--- src/rtl/comb_prim_pkg.sv ---
// Shared types and constants for the comb_prim detector self-test controller.
package comb_prim_pkg;

  typedef enum logic [1:0] {
    IDLE  = 2'd0,
    DRIVE = 2'd1,
    CHECK = 2'd2,
    DONE  = 2'd3
  } state_t;

  localparam logic [15:0] PRIME_MASK = 16'h28AC;
  localparam int          VEC_W      = 4;
  localparam int          ERR_W      = 5;

  // Error counter increment that sticks at all-ones instead of wrapping.
  function automatic logic [ERR_W-1:0] sat_inc(input logic [ERR_W-1:0] v);
    if (v == {ERR_W{1'b1}}) begin
      sat_inc = v;
    end else begin
      sat_inc = v + {{(ERR_W-1){1'b0}}, 1'b1};
    end
  endfunction

endpackage

--- src/rtl/comb_prim_bist_if.sv ---
// Detector-side bus: the BIST drives a..d (a is the MSB) and reads back y.
interface comb_prim_bist_if;
  logic a;
  logic b;
  logic c;
  logic d;
  logic y;

  modport master (output a, output b, output c, output d, input y);
  modport slave  (input a, input b, input c, input d, output y);
endinterface

--- src/rtl/comb_prim_vec_cnt.sv ---
// Vector counter (clear / increment, never wraps past N_VEC-1) plus the per-vector settle counter.
module comb_prim_vec_cnt
  import comb_prim_pkg::*;
#(
  parameter int N_VEC  = 16,
  parameter int SETTLE = 2
) (
  input  logic             clk,
  input  logic             rst_n,
  input  logic             vec_clr,
  input  logic             vec_inc,
  input  logic             set_clr,
  input  logic             set_inc,
  output logic [VEC_W-1:0] vec,
  output logic             vec_last,
  output logic             set_last
);

  localparam int                 SET_W    = (SETTLE > 1) ? $clog2(SETTLE) : 1;
  localparam logic [VEC_W-1:0]   LAST_VEC = VEC_W'(N_VEC - 1);
  localparam logic [SET_W-1:0]   LAST_SET = SET_W'(SETTLE - 1);

  logic [VEC_W-1:0] vec_r;
  logic [SET_W-1:0] settle_r;

  // Vector index register; holds at the last vector rather than wrapping.
  always_ff @(posedge clk or negedge rst_n) begin
    if (!rst_n) begin
      vec_r <= {VEC_W{1'b0}};
    end else if (vec_clr) begin
      vec_r <= {VEC_W{1'b0}};
    end else if (vec_inc && !vec_last) begin
      vec_r <= vec_r + {{(VEC_W-1){1'b0}}, 1'b1};
    end else begin
      vec_r <= vec_r;
    end
  end

  // Settle counter: counts cycles a vector has been held in DRIVE.
  always_ff @(posedge clk or negedge rst_n) begin
    if (!rst_n) begin
      settle_r <= {SET_W{1'b0}};
    end else if (set_clr) begin
      settle_r <= {SET_W{1'b0}};
    end else if (set_inc) begin
      settle_r <= settle_r + {{(SET_W-1){1'b0}}, 1'b1};
    end else begin
      settle_r <= settle_r;
    end
  end

  assign vec      = vec_r;
  assign vec_last = (vec_r == LAST_VEC);
  assign set_last = (settle_r == LAST_SET);

endmodule

--- src/rtl/comb_prim_bist.sv ---
// Self-test controller for the 4-bit prime detector: sweeps vectors, checks y, reports results.
// Optional build macro COMB_PRIM_BIST_HALT_EN stops the sweep at the first mismatch.
module comb_prim_bist
  import comb_prim_pkg::*;
#(
  parameter int          N_VEC    = 16,
  parameter int          SETTLE   = 2,
  parameter logic [15:0] EXP_MASK = PRIME_MASK
) (
  input  logic              clk,
  input  logic              rst_n,
  input  logic              start,
  comb_prim_bist_if.master  det,
  output logic              busy,
  output logic              done,
  output logic              pass,
  output logic [ERR_W-1:0]  err_cnt,
  output logic [VEC_W-1:0]  first_err_vec,
  output logic              first_err_valid
);

  state_t           state_r;
  state_t           state_s;
  logic [VEC_W-1:0] vec_s;
  logic             vec_last_s;
  logic             set_last_s;
  logic             vec_clr_s;
  logic             vec_inc_s;
  logic             set_clr_s;
  logic             set_inc_s;
  logic             mismatch_s;
  logic [ERR_W-1:0] err_s;
  logic [VEC_W-1:0] fev_s;
  logic             fvalid_s;

  comb_prim_vec_cnt #(
    .N_VEC  (N_VEC),
    .SETTLE (SETTLE)
  ) u_vec_cnt (
    .clk      (clk),
    .rst_n    (rst_n),
    .vec_clr  (vec_clr_s),
    .vec_inc  (vec_inc_s),
    .set_clr  (set_clr_s),
    .set_inc  (set_inc_s),
    .vec      (vec_s),
    .vec_last (vec_last_s),
    .set_last (set_last_s)
  );

  // The counter output is already a register, so a..d are glitch-free.
  assign {det.a, det.b, det.c, det.d} = vec_s;

  // Next-state, counter control and next result values.
  always_comb begin
    state_s    = state_r;
    vec_clr_s  = 1'b0;
    vec_inc_s  = 1'b0;
    set_clr_s  = 1'b0;
    set_inc_s  = 1'b0;
    mismatch_s = 1'b0;
    err_s      = err_cnt;
    fev_s      = first_err_vec;
    fvalid_s   = first_err_valid;
    case (state_r)
      IDLE: begin
        vec_clr_s = 1'b1;
        set_clr_s = 1'b1;
        err_s     = {ERR_W{1'b0}};
        fev_s     = {VEC_W{1'b0}};
        fvalid_s  = 1'b0;
        if (start) begin
          state_s = DRIVE;
        end else begin
          state_s = IDLE;
        end
      end
      DRIVE: begin
        if (set_last_s) begin
          set_clr_s = 1'b1;
          state_s   = CHECK;
        end else begin
          set_inc_s = 1'b1;
        end
      end
      CHECK: begin
        mismatch_s = (det.y != EXP_MASK[vec_s]);
        if (mismatch_s) begin
          err_s = sat_inc(err_cnt);
          if (!first_err_valid) begin
            fev_s    = vec_s;
            fvalid_s = 1'b1;
          end else begin
            fvalid_s = first_err_valid;
          end
        end else begin
          err_s = err_cnt;
        end
`ifdef COMB_PRIM_BIST_HALT_EN
        if (mismatch_s || vec_last_s) begin
`else
        if (vec_last_s) begin
`endif
          state_s = DONE;
        end else begin
          vec_inc_s = 1'b1;
          state_s   = DRIVE;
        end
      end
      DONE: begin
        if (start) begin
          vec_clr_s = 1'b1;
          set_clr_s = 1'b1;
          err_s     = {ERR_W{1'b0}};
          fev_s     = {VEC_W{1'b0}};
          fvalid_s  = 1'b0;
          state_s   = DRIVE;
        end else begin
          state_s = DONE;
        end
      end
      default: begin
        state_s = IDLE;
      end
    endcase
  end

  // State and registered status/result outputs.
  always_ff @(posedge clk or negedge rst_n) begin
    if (!rst_n) begin
      state_r         <= IDLE;
      busy            <= 1'b0;
      done            <= 1'b0;
      pass            <= 1'b0;
      err_cnt         <= {ERR_W{1'b0}};
      first_err_vec   <= {VEC_W{1'b0}};
      first_err_valid <= 1'b0;
    end else begin
      state_r         <= state_s;
      busy            <= (state_s == DRIVE) || (state_s == CHECK);
      done            <= (state_s == DONE);
      pass            <= (state_s == DONE) && (err_s == {ERR_W{1'b0}});
      err_cnt         <= err_s;
      first_err_vec   <= fev_s;
      first_err_valid <= fvalid_s;
    end
  end

endmodule

--- src/flat_wrapper.sv ---
// flat-port wrapper written by rule: the top's interface ports become plain ports
module comb_prim_bist_flat import comb_prim_pkg::*;
#(
  parameter int          N_VEC    = 16,
  parameter int          SETTLE   = 2,
  parameter logic [15:0] EXP_MASK = PRIME_MASK
)
  (clk, rst_n, start, busy, done, pass, err_cnt, first_err_vec, first_err_valid, det_a, det_b, det_c, det_d, det_y);
  comb_prim_bist_if det_i ();
  input  logic clk;
  input  logic rst_n;
  input  logic start;
  output logic busy;
  output logic done;
  output logic pass;
  output logic [ERR_W-1:0] err_cnt;
  output logic [VEC_W-1:0] first_err_vec;
  output logic first_err_valid;
  output wire logic [$bits(det_i.a)-1:0] det_a;
  output wire logic [$bits(det_i.b)-1:0] det_b;
  output wire logic [$bits(det_i.c)-1:0] det_c;
  output wire logic [$bits(det_i.d)-1:0] det_d;
  input wire logic [$bits(det_i.y)-1:0] det_y;
  assign det_a = det_i.a;
  assign det_b = det_i.b;
  assign det_c = det_i.c;
  assign det_d = det_i.d;
  assign det_i.y = det_y;
  comb_prim_bist #(.N_VEC(N_VEC), .SETTLE(SETTLE), .EXP_MASK(EXP_MASK)) u_core (.clk(clk), .rst_n(rst_n), .start(start), .det(det_i), .busy(busy), .done(done), .pass(pass), .err_cnt(err_cnt), .first_err_vec(first_err_vec), .first_err_valid(first_err_valid));
endmodule
--- config.mk ---
export PLATFORM = sky130hd
export DESIGN_NAME = comb_prim_bist_flat
export DESIGN_NICKNAME = d
export VERILOG_FILES = /design/src/rtl/comb_prim_pkg.sv /design/src/rtl/comb_prim_bist_if.sv /design/src/rtl/comb_prim_vec_cnt.sv /design/src/rtl/comb_prim_bist.sv /design/src/flat_wrapper.sv
export SDC_FILE = /design/constraint.sdc
export NUM_CORES = 1
export LEC_CHECK = 0
export CAP_MARGIN = 0
export CORE_MARGIN = 2
export CORE_UTILIZATION = 55
export CTS_CLUSTER_SIZE = 8
export DETAILED_ROUTE_END_ITERATION = 8
export PLACE_DENSITY = 0.83
export SLEW_MARGIN = 15
export SYNTH_ARGS = -nofsm -noshare
export SYNTH_HDL_FRONTEND = slang
export SYNTH_SLANG_ARGS = --single-unit
--- constraint.sdc ---
create_clock -name clk -period 3.4 [get_ports clk]
set_input_delay 0.51 -clock clk [delete_from_list [all_inputs] [get_ports clk]]
set_output_delay 0.51 -clock clk [all_outputs]
set_load 0.02 [all_outputs]
# --- Word level (Yosys, flattened, before mapping) ---
# Memories as Yosys holds them, arrays and structs flattened.
# Cells that the tools add are included.
classes:
  bitwise: 0
  muxes: 29
  n_addsub: 3
  shift: 0
  div: 0
  multipliers: 0
  eq_ne: 12
  n_reduce_logical: 11
  order_cmp: 1
op_table:
  columns: ["cell", "count"]
  rows:
  - ["4-bit two-way mux", 5]
  - ["5-bit two-way mux", 3]
  - ["5-bit one-hot mux with 3 select lines", 1]
  - ["1-bit two-way mux", 12]
  - ["4-bit one-hot mux with 3 select lines", 1]
  - ["2-bit equality test (second input constant)", 4]
  - ["2-bit one-hot mux with 4 select lines", 1]
  - ["2-bit two-way mux", 3]
  - ["1-bit one-hot mux with 3 select lines", 2]
  - ["5-bit by 1-bit adder with 5-bit output (second input constant)", 1]
  - ["5-bit equality test (second input constant)", 1]
  - ["5-bit logical NOT", 1]
  - ["4-bit by 5-bit less-than comparator with 1-bit output (second input constant)", 1]
  - ["4-bit by 1-bit adder with 4-bit output (second input constant)", 1]
  - ["2-bit by 1-bit equality test with 1-bit output (second input constant)", 2]
  - ["4-bit equality test (second input constant)", 1]
  - ["2-bit != test (second input constant)", 2]
  - ["4-bit AND reduction", 1]
  - ["2-bit nonzero test", 2]
  - ["3-bit AND reduction", 1]
  - ["3-bit nonzero test", 1]
  - ["1-bit logical AND", 2]
  - ["2-bit logical NOT", 1]
  - ["2-bit by 1-bit != test with 1-bit output (second input constant)", 1]
  - ["5 further kinds", 5]
word_totals:
  output_inout_bits: 17
  romBits: 16
  latch_bits: 0
  in_bits: 4
  ram_bits: 0
  mem_count: 1
  regBits: 20
mem_list:
  columns: ["name", "depth", "word_bits", "rd", "rd_ports_with_merged_regs", "write_ports", "line_no", "text"]
  rows:
  - ["(no name shown)", 16, 1, 1, 0, 0, "comb_prim_bist.sv:87", "mismatch_s = (det.y != EXP_MASK[vec_s]);"]

# --- Longest topological paths before layout ---
# Gate-level depths: netlist of run 1.
logic_depth:
  word_depth: 7
  ltp_mapped: 11
  ltp_nobuf: 10

# --- Modules after synthesis ---
# From an unflattened synthesis of run 1, not the netlist that was laid out.
hier_totals:
  hier_cells: 115
  area_unflattened_um2: 1173.6
modules_own_cells:
  columns: ["mod", "area_each_um2", "seq_area_each_um2", "n_inst", "cells_per_inst"]
  rows:
  - ["comb_prim_bist", 907.1, 375.4, 1, 92]
  - ["comb_prim_vec_cnt", 266.5, 125.1, 1, 23]

# --- Worst setup path before layout of run 1 ---
# Ideal clock, no wire load.
synth_path:
  path_kind: "reg2reg"
  start: "reg u_core.u_vec_cnt.vec_r[0] (netlist: u_core.u_vec_cnt.vec[0])"
  end: "reg u_core.first_err_vec[1]"
  path_stages_with_launch: 7
  n_path_buf: 0
  setup_slack_ns: 1.101
  setup_ns: 0.121
  arrival_ns: 2.178
  path_cell_list: "dfrtp_1 -> ha_1 -> mux4_2 -> xor2_2 -> a21oi_2 -> mux2_4 -> a22o_1"
synth_between:
  elab_chain_len: 5
synth_lines:
  columns: ["item", "line_no", "text"]
  rows:
  - ["from (decl)", "comb_prim_vec_cnt.sv:23", "logic [VEC_W-1:0] vec_r;"]
  - ["from (signal assigned)", "comb_prim_vec_cnt.sv:29", "vec_r <= {VEC_W{1'b0}};"]
  - ["from (signal assigned)", "comb_prim_vec_cnt.sv:31", "vec_r <= {VEC_W{1'b0}};"]
  - ["from (signal assigned)", "comb_prim_vec_cnt.sv:33", "vec_r <= vec_r + {{(VEC_W-1){1'b0}}, 1'b1};"]
  - ["memory 16 x 1 bit", null, null]
  - ["1-bit two-way mux (implied by the code)", "comb_prim_bist.sv:87", null]
  - ["1-bit != test", "comb_prim_bist.sv:87", null]
  - ["2-bit by 1-bit != test with 1-bit output (no line)", null, null]
  - ["4-bit AND reduction (no line)", null, null]
  - ["to (signal assigned)", "comb_prim_bist.sv:136", "first_err_vec <= {VEC_W{1'b0}};"]
  - ["to (signal assigned)", "comb_prim_bist.sv:144", "first_err_vec <= fev_s;"]
  - ["to (decl)", "comb_prim_bist.sv:18", "output logic [VEC_W-1:0] first_err_vec,"]
# Every way passes these cells. The select of a mux whose other input is x is not followed.
# A chain may end at the register's enable or synchronous reset.

# --- Final worst setup path of run 1 ---
# Same ends and word-level chain as after synthesis.

==> qor.csv, run 1 <==
metric,value,unit
status,finished clean,
max_freq,426,MHz
portBuffers,20,
max-vdd-ir-drop,448,µV
maxCapViolCount,0,
io_pins,21,
postSynthAreaPerCell,10.3,µm²
worst_slack,1.05,ns
vias_per_cell,5.92,
antenna_found_initial,0,
worstSetupPathType,flip-flop to flip-flop,
dpl.cell_count,155,
drv_slew,0,
synthesis.area,1130,µm²
die_y,49.4,µm
cts_tree,done,
netlist-cell-type-count,36,
cts_inserted_buffers,3,
yosys_register_bits,20,
nFillCells,157,
critPathLaunchType,flip-flop,
std_cell_rows,16,
wl_met3,112,µm
wl_met1,1090,µm
synth_async_sr_flop_share,100,%
fin_crit,2.35,ns
finalClockSkew,0.00357,ns
grt.total_usage,22.1,%
yosys_warnings,0,
placeableCoreArea,1960,µm²
synth_edf_count,0,
p_leak,0.605,nW
synth_flop_cell,dfrtp_1,
final_nets,145,
required,3.60,ns
powerDensity,595,nW/µm²
num_vias,942,
synth_seq_area_share,44.2,%
tightest_slew,0.908,ns
die_area,2440,µm²
clock_latency,0.30,ns
hp-class,flip-flop to flip-flop,
routed_wl,2390,µm
holdBufCountCts,0,
clock-sinks,20,
instances_no_fill,159,
grt_pass1_wl,4110,µm
place.gp.congestion,0.824,
synthCells,110,
final_cell_mix,"20 x clkdlybuf4s50_1, 20 x dfrtp_1, 9 x a21oi_1, 8 x nor2_1, 8 x ha_1",
postCtsSetupRepairBufs,0,
overflow,0,
drt-initial-drc-count,24,
h-tree-depth,1,
slew_headroom,39.3,%
drc,0,
hold_violations,0,
dr_wl_met2,1150,µm
timing.hold.ws,0.509,ns
first_pass_iters,5,
first_global_vias,907,
pre_cts_slack,1.05,ns
start_util,57.8,%
setup_tns,0,ns
diodes,0,
grt_max_degree,21,
arrival,2.55,ns
clkTransAtPathRegs,0.11,ns
ctsRootBufferMaster,clkbuf_4,
syn_nets,122,
ctsLongestPathBuffers,2,
hpwl,1750,µm
ant_nets,0,
cts_resized,0,
post-route-period-util,69.0,%
wl_per_cell,15.0,µm
drive_above_1_share,10.6,%
final-seq-area,500,µm²
multiInputGateArea,598,µm²
rsz0062_at_grt,no,
top_layer,met4,
die_w,49.4,µm
setup_viol,0,
syn_to_final_growth,23.1,%
cp-end-kind,flip-flop,
finalPower,0.830,mW
cp_max_fo,7,
-- layer usage --
metal | up-vias | GRT usage (%)
met2 | 34 | 36.7
met3 | 4 | 3.37
met5 | - | 0
met4 | 0 | 8.80
li1 | 460 | -
met1 | 444 | 28.8
-- cell type report --
cell class	instances	share of cell area [%]
Clock buffer	4	2.60
Inverter	7	1.88
Multi-Input combinational cell	81	42.9
Sequential cell	20	35.9
Tap cell	27	2.42
Timing Repair Buffer	20	14.3
-- final timing paths --
path                                          from                   endpoint  slack [ns]  cells past startpoint
setup reg to reg           u_core.u_vec_cnt.vec[0]    u_core.first_err_vec[1]        1.05                      6
setup / recovery           u_core.u_vec_cnt.vec[0]    u_core.first_err_vec[1]        1.05                      6
hold / removal             u_core.first_err_vec[2]    u_core.first_err_vec[2]        0.51                      1
hold reg to reg            u_core.first_err_vec[2]    u_core.first_err_vec[2]        0.51                      1
min in group asynchronous                    rst_n  u_core.u_vec_cnt.set_last        0.70                      1
max in group asynchronous                    rst_n    u_core.first_err_vec[3]        2.15                      1
-- metrics by stage --
stage          area (µm²)  util [%]
4_1_cts              1400      71.1
3_5_place_dp         1360      69.3
2_1_floorplan        1130         -
3_3_place_gp         1360      69.3
6_report             1400      71.1
5_1_grt              1400      71.1
-- synth_stat cells, types with 3 or more instances --
cell type   n  area, µm²
nand3_1     6       30.0
nor2_1      8       30.0
nand2_1     5       18.8
a31oi_1     3       18.8
nand2b_1    3       18.8
nand4_1     5       31.3
a22o_1      6       52.6
inv_1       7       26.3
a21oi_1     9       45.0
ha_1        8        100
o21ai_1     3       15.0
dfrtp_1    20        500
-- cells by family (layout without fill, tap and decap cells) --
kind of cell,count (synthesis),after routing,share of synthesized area (%)
compound gates,31,31,19.0
buf+inv,9,31,3.09
xor+xnor,3,3,3.64
mux,2,2,3.31
flops,20,20,44.2
simple gates,37,37,18.0
fa+ha+maj,8,8,8.83
-- power by group --
part           internal [mW]  switching, mW
clock                 0.0654         0.0764
combinational          0.142          0.227
sequential             0.278         0.0408
-- state kept, by name, indices dropped and copies added (netlist names) --
register	count
u_core.err_cnt	5
u_core.u_vec_cnt.vec	4
u_core.pass	1
u_core.busy	1
u_core.done	1
u_core.u_vec_cnt.set_last	1
u_core.first_err_valid	1
u_core.state_r	2
u_core.first_err_vec	4
-- worst max-delay path, cell delays in order, from the launching register on --
cell and delay (ns):
dfrtp_1 0.47, ha_1 0.30, mux4_2 0.54, xor2_2 0.21
a21oi_2 0.23, mux2_4 0.32, a22o_1 0.18
(Power assumes the default switching activity.)
==> run 2, diff against run 1 <==
--- a/config.mk
+++ b/config.mk
@@ -7,10 +7,10 @@
 export LEC_CHECK = 0
 export CAP_MARGIN = 0
 export CORE_MARGIN = 2
-export CORE_UTILIZATION = 55
+export CORE_UTILIZATION = 51
 export CTS_CLUSTER_SIZE = 8
 export DETAILED_ROUTE_END_ITERATION = 8
-export PLACE_DENSITY = 0.83
+export PLACE_DENSITY = 0.78
 export SLEW_MARGIN = 15
 export SYNTH_ARGS = -nofsm -noshare
 export SYNTH_HDL_FRONTEND = slang
==> constraint.sdc (replaced) <==
create_clock -name clk -period 2.3 [get_ports clk]
set_input_delay 0.345 -clock clk [delete_from_list [all_inputs] [get_ports clk]]
set_output_delay 0.345 -clock clk [all_outputs]
set_load 0.02 [all_outputs]
==> qor.csv, run 2 (synthesized netlist as in run 1, its figures left out) <==
metric,value,unit
cts_tree,done,
p_leak,0.633,nW
grt_max_degree,21,
required,2.50,ns
portBuffers,20,
clock-sinks,20,
cts_inserted_buffers,3,
hpwl,1840,µm
ant_nets,0,
vias_per_cell,5.78,
routed_wl,2450,µm
r2r_end,u_core.first_err_vec[1],
setup_viol,0,
first_global_vias,923,
arrival,2.40,ns
hold_violations,0,
finalClockSkew,0.00122,ns
diodes,0,
ctsRootBufferMaster,clkbuf_4,
grt.total_usage,21.5,%
nFillCells,183,
die_y,51.1,µm
status,finished clean,
drive_above_1_share,15.2,%
first_pass_iters,4,
antenna_found_initial,0,
final_common_cell,clkdlybuf4s50_1,
powerDensity,842,nW/µm²
post-route-period-util,95.7,%
final_nets,152,
worst_slack,0.0988,ns
wl_per_cell,14.8,µm
holdBufCountCts,0,
std_cell_rows,17,
die_w,51.1,µm
multiInputGateArea,598,µm²
slew_headroom,70.4,%
place.gp.congestion,0.841,
setup_tns,0,ns
cp.depth,7,
ctsLongestPathBuffers,2,
top_register,u_core.err_cnt,
max-vdd-ir-drop,533,µV
slowest_stage,mux4_2,
clock_latency,0.30,ns
final_cell_mix,"20 x clkdlybuf4s50_1, 19 x dfrtp_1, 9 x a21oi_1, 8 x nor2_1, 8 x ha_1",
hp-class,input port to asynchronous set/reset pin,
critPathLaunchType,flip-flop,
largest_register_ff_count,5,
worst-path-buf-inv,1,
clkTransAtPathRegs,0.10,ns
final-seq-area,502,µm²
drv_slew,0,
worstSetupPathType,flip-flop to flip-flop,
rsz0062_at_grt,no,
overflow,0,
start_util,52.8,%
drt-initial-drc-count,14,
h-tree-depth,1,
cpLargestDelayFamily,multiplexers,
io_pins,21,
syn_to_final_growth,26.7,%
max_freq,454,MHz
grt_pass1_wl,4220,µm
reg2reg_depth,7,
tightest_slew,0.442,ns
cp_cell_sequence,"inv_1, ha_1, mux4_2, xor2_2, a21oi_2, mux2_4, a22o_1",
die_area,2620,µm²
reg2reg_from,u_core.u_vec_cnt.vec[1],
rrSetupSlack,0.1,ns
fin_crit,2.20,ns
cp-end-kind,flip-flop,
cp_max_fo,5,
pre_cts_slack,0.0364,ns
placeableCoreArea,2150,µm²
critical-path-max-stage-delay,0.53,ns
maxCapViolCount,0,
num_vias,960,
drc,0,
## run 2: power by group
part	total [mW]	switching [mW]	internal (mW)	leakage, nW
Clock	0.162	0.101	0.0611	0.0138
Combinational	0.575	0.348	0.227	0.349
Sequential	0.472	0.0602	0.412	0.271
## run 2: repair_timing
action                     in CTS  in global routing
gates resized for setup         0                  1
setup buffers                   0                  2
setup endpoints to repair       0                  5
## run 2: worst max path at each step
stage,from,endpoint
floorplan,u_core.u_vec_cnt.vec[0],u_core.first_err_vec[1]
CTS,u_core.u_vec_cnt.vec[1],u_core.first_err_vec[1]
global route,u_core.u_vec_cnt.vec[1],u_core.first_err_vec[1]
finish,u_core.u_vec_cnt.vec[1],u_core.first_err_vec[1]
detailed placement,u_core.u_vec_cnt.vec[1],u_core.first_err_vec[1]
global placement,u_core.u_vec_cnt.vec[1],u_core.first_err_vec[1]
## run 2: stage by stage
step	hold WS [ns]	cells	util [%]	total power, mW	cell area (µm²)
CTS	0.367	164	66.1	1.21	1420
global placement	0.483	161	65.1	1.01	1400
detailed placement	0.489	161	65.1	1.04	1400
global route	0.372	166	66.9	1.29	1440
floorplan	0.0494	110	-	0.851	1130
finish	0.368	166	66.9	1.21	1440
## run 2: layout make-up
class / count / area share, %
sequential: 20 / 34.9
tap: 28 / 2.44
timing repair buffer: 27 / 17.6
clock buffer: 3 / 1.57
multi-input combinational: 81 / 41.6
inverter: 7 / 1.83
## run 2: layer usage
| layer | part of all wire (%) | vias to the layer above | GRT usage (%) | routed length [µm] |
|---|---|---|---|---|
| met3 | 4.7 | 2 | 2.92 | 116 |
| met4 | 0.78 | 0 | 9.01 | 19 |
| met5 | 0 | - | 0 | 0 |
| met1 | 42 | 464 | 27.5 | 1030 |
| li1 | - | 468 | - | - |
| met2 | 52 | 26 | 36.4 | 1280 |
## run 2: worst reg2reg max path, stage by stage (launching register included)
cell     delay (ns)
dfrtp_2        0.41
inv_1          0.06
ha_1           0.18
mux4_2         0.53
xor2_2         0.20
a21oi_2        0.22
mux2_4         0.31
a22o_1         0.17
==> run 3, diff against run 2 <==
--- a/config.mk
+++ b/config.mk
@@ -15,3 +15,4 @@
 export SYNTH_ARGS = -nofsm -noshare
 export SYNTH_HDL_FRONTEND = slang
 export SYNTH_SLANG_ARGS = --single-unit
+export TNS_END_PERCENT = 50
==> results of run 3 <==
The final DEF is identical to that of run 2; final timing and power are the same.
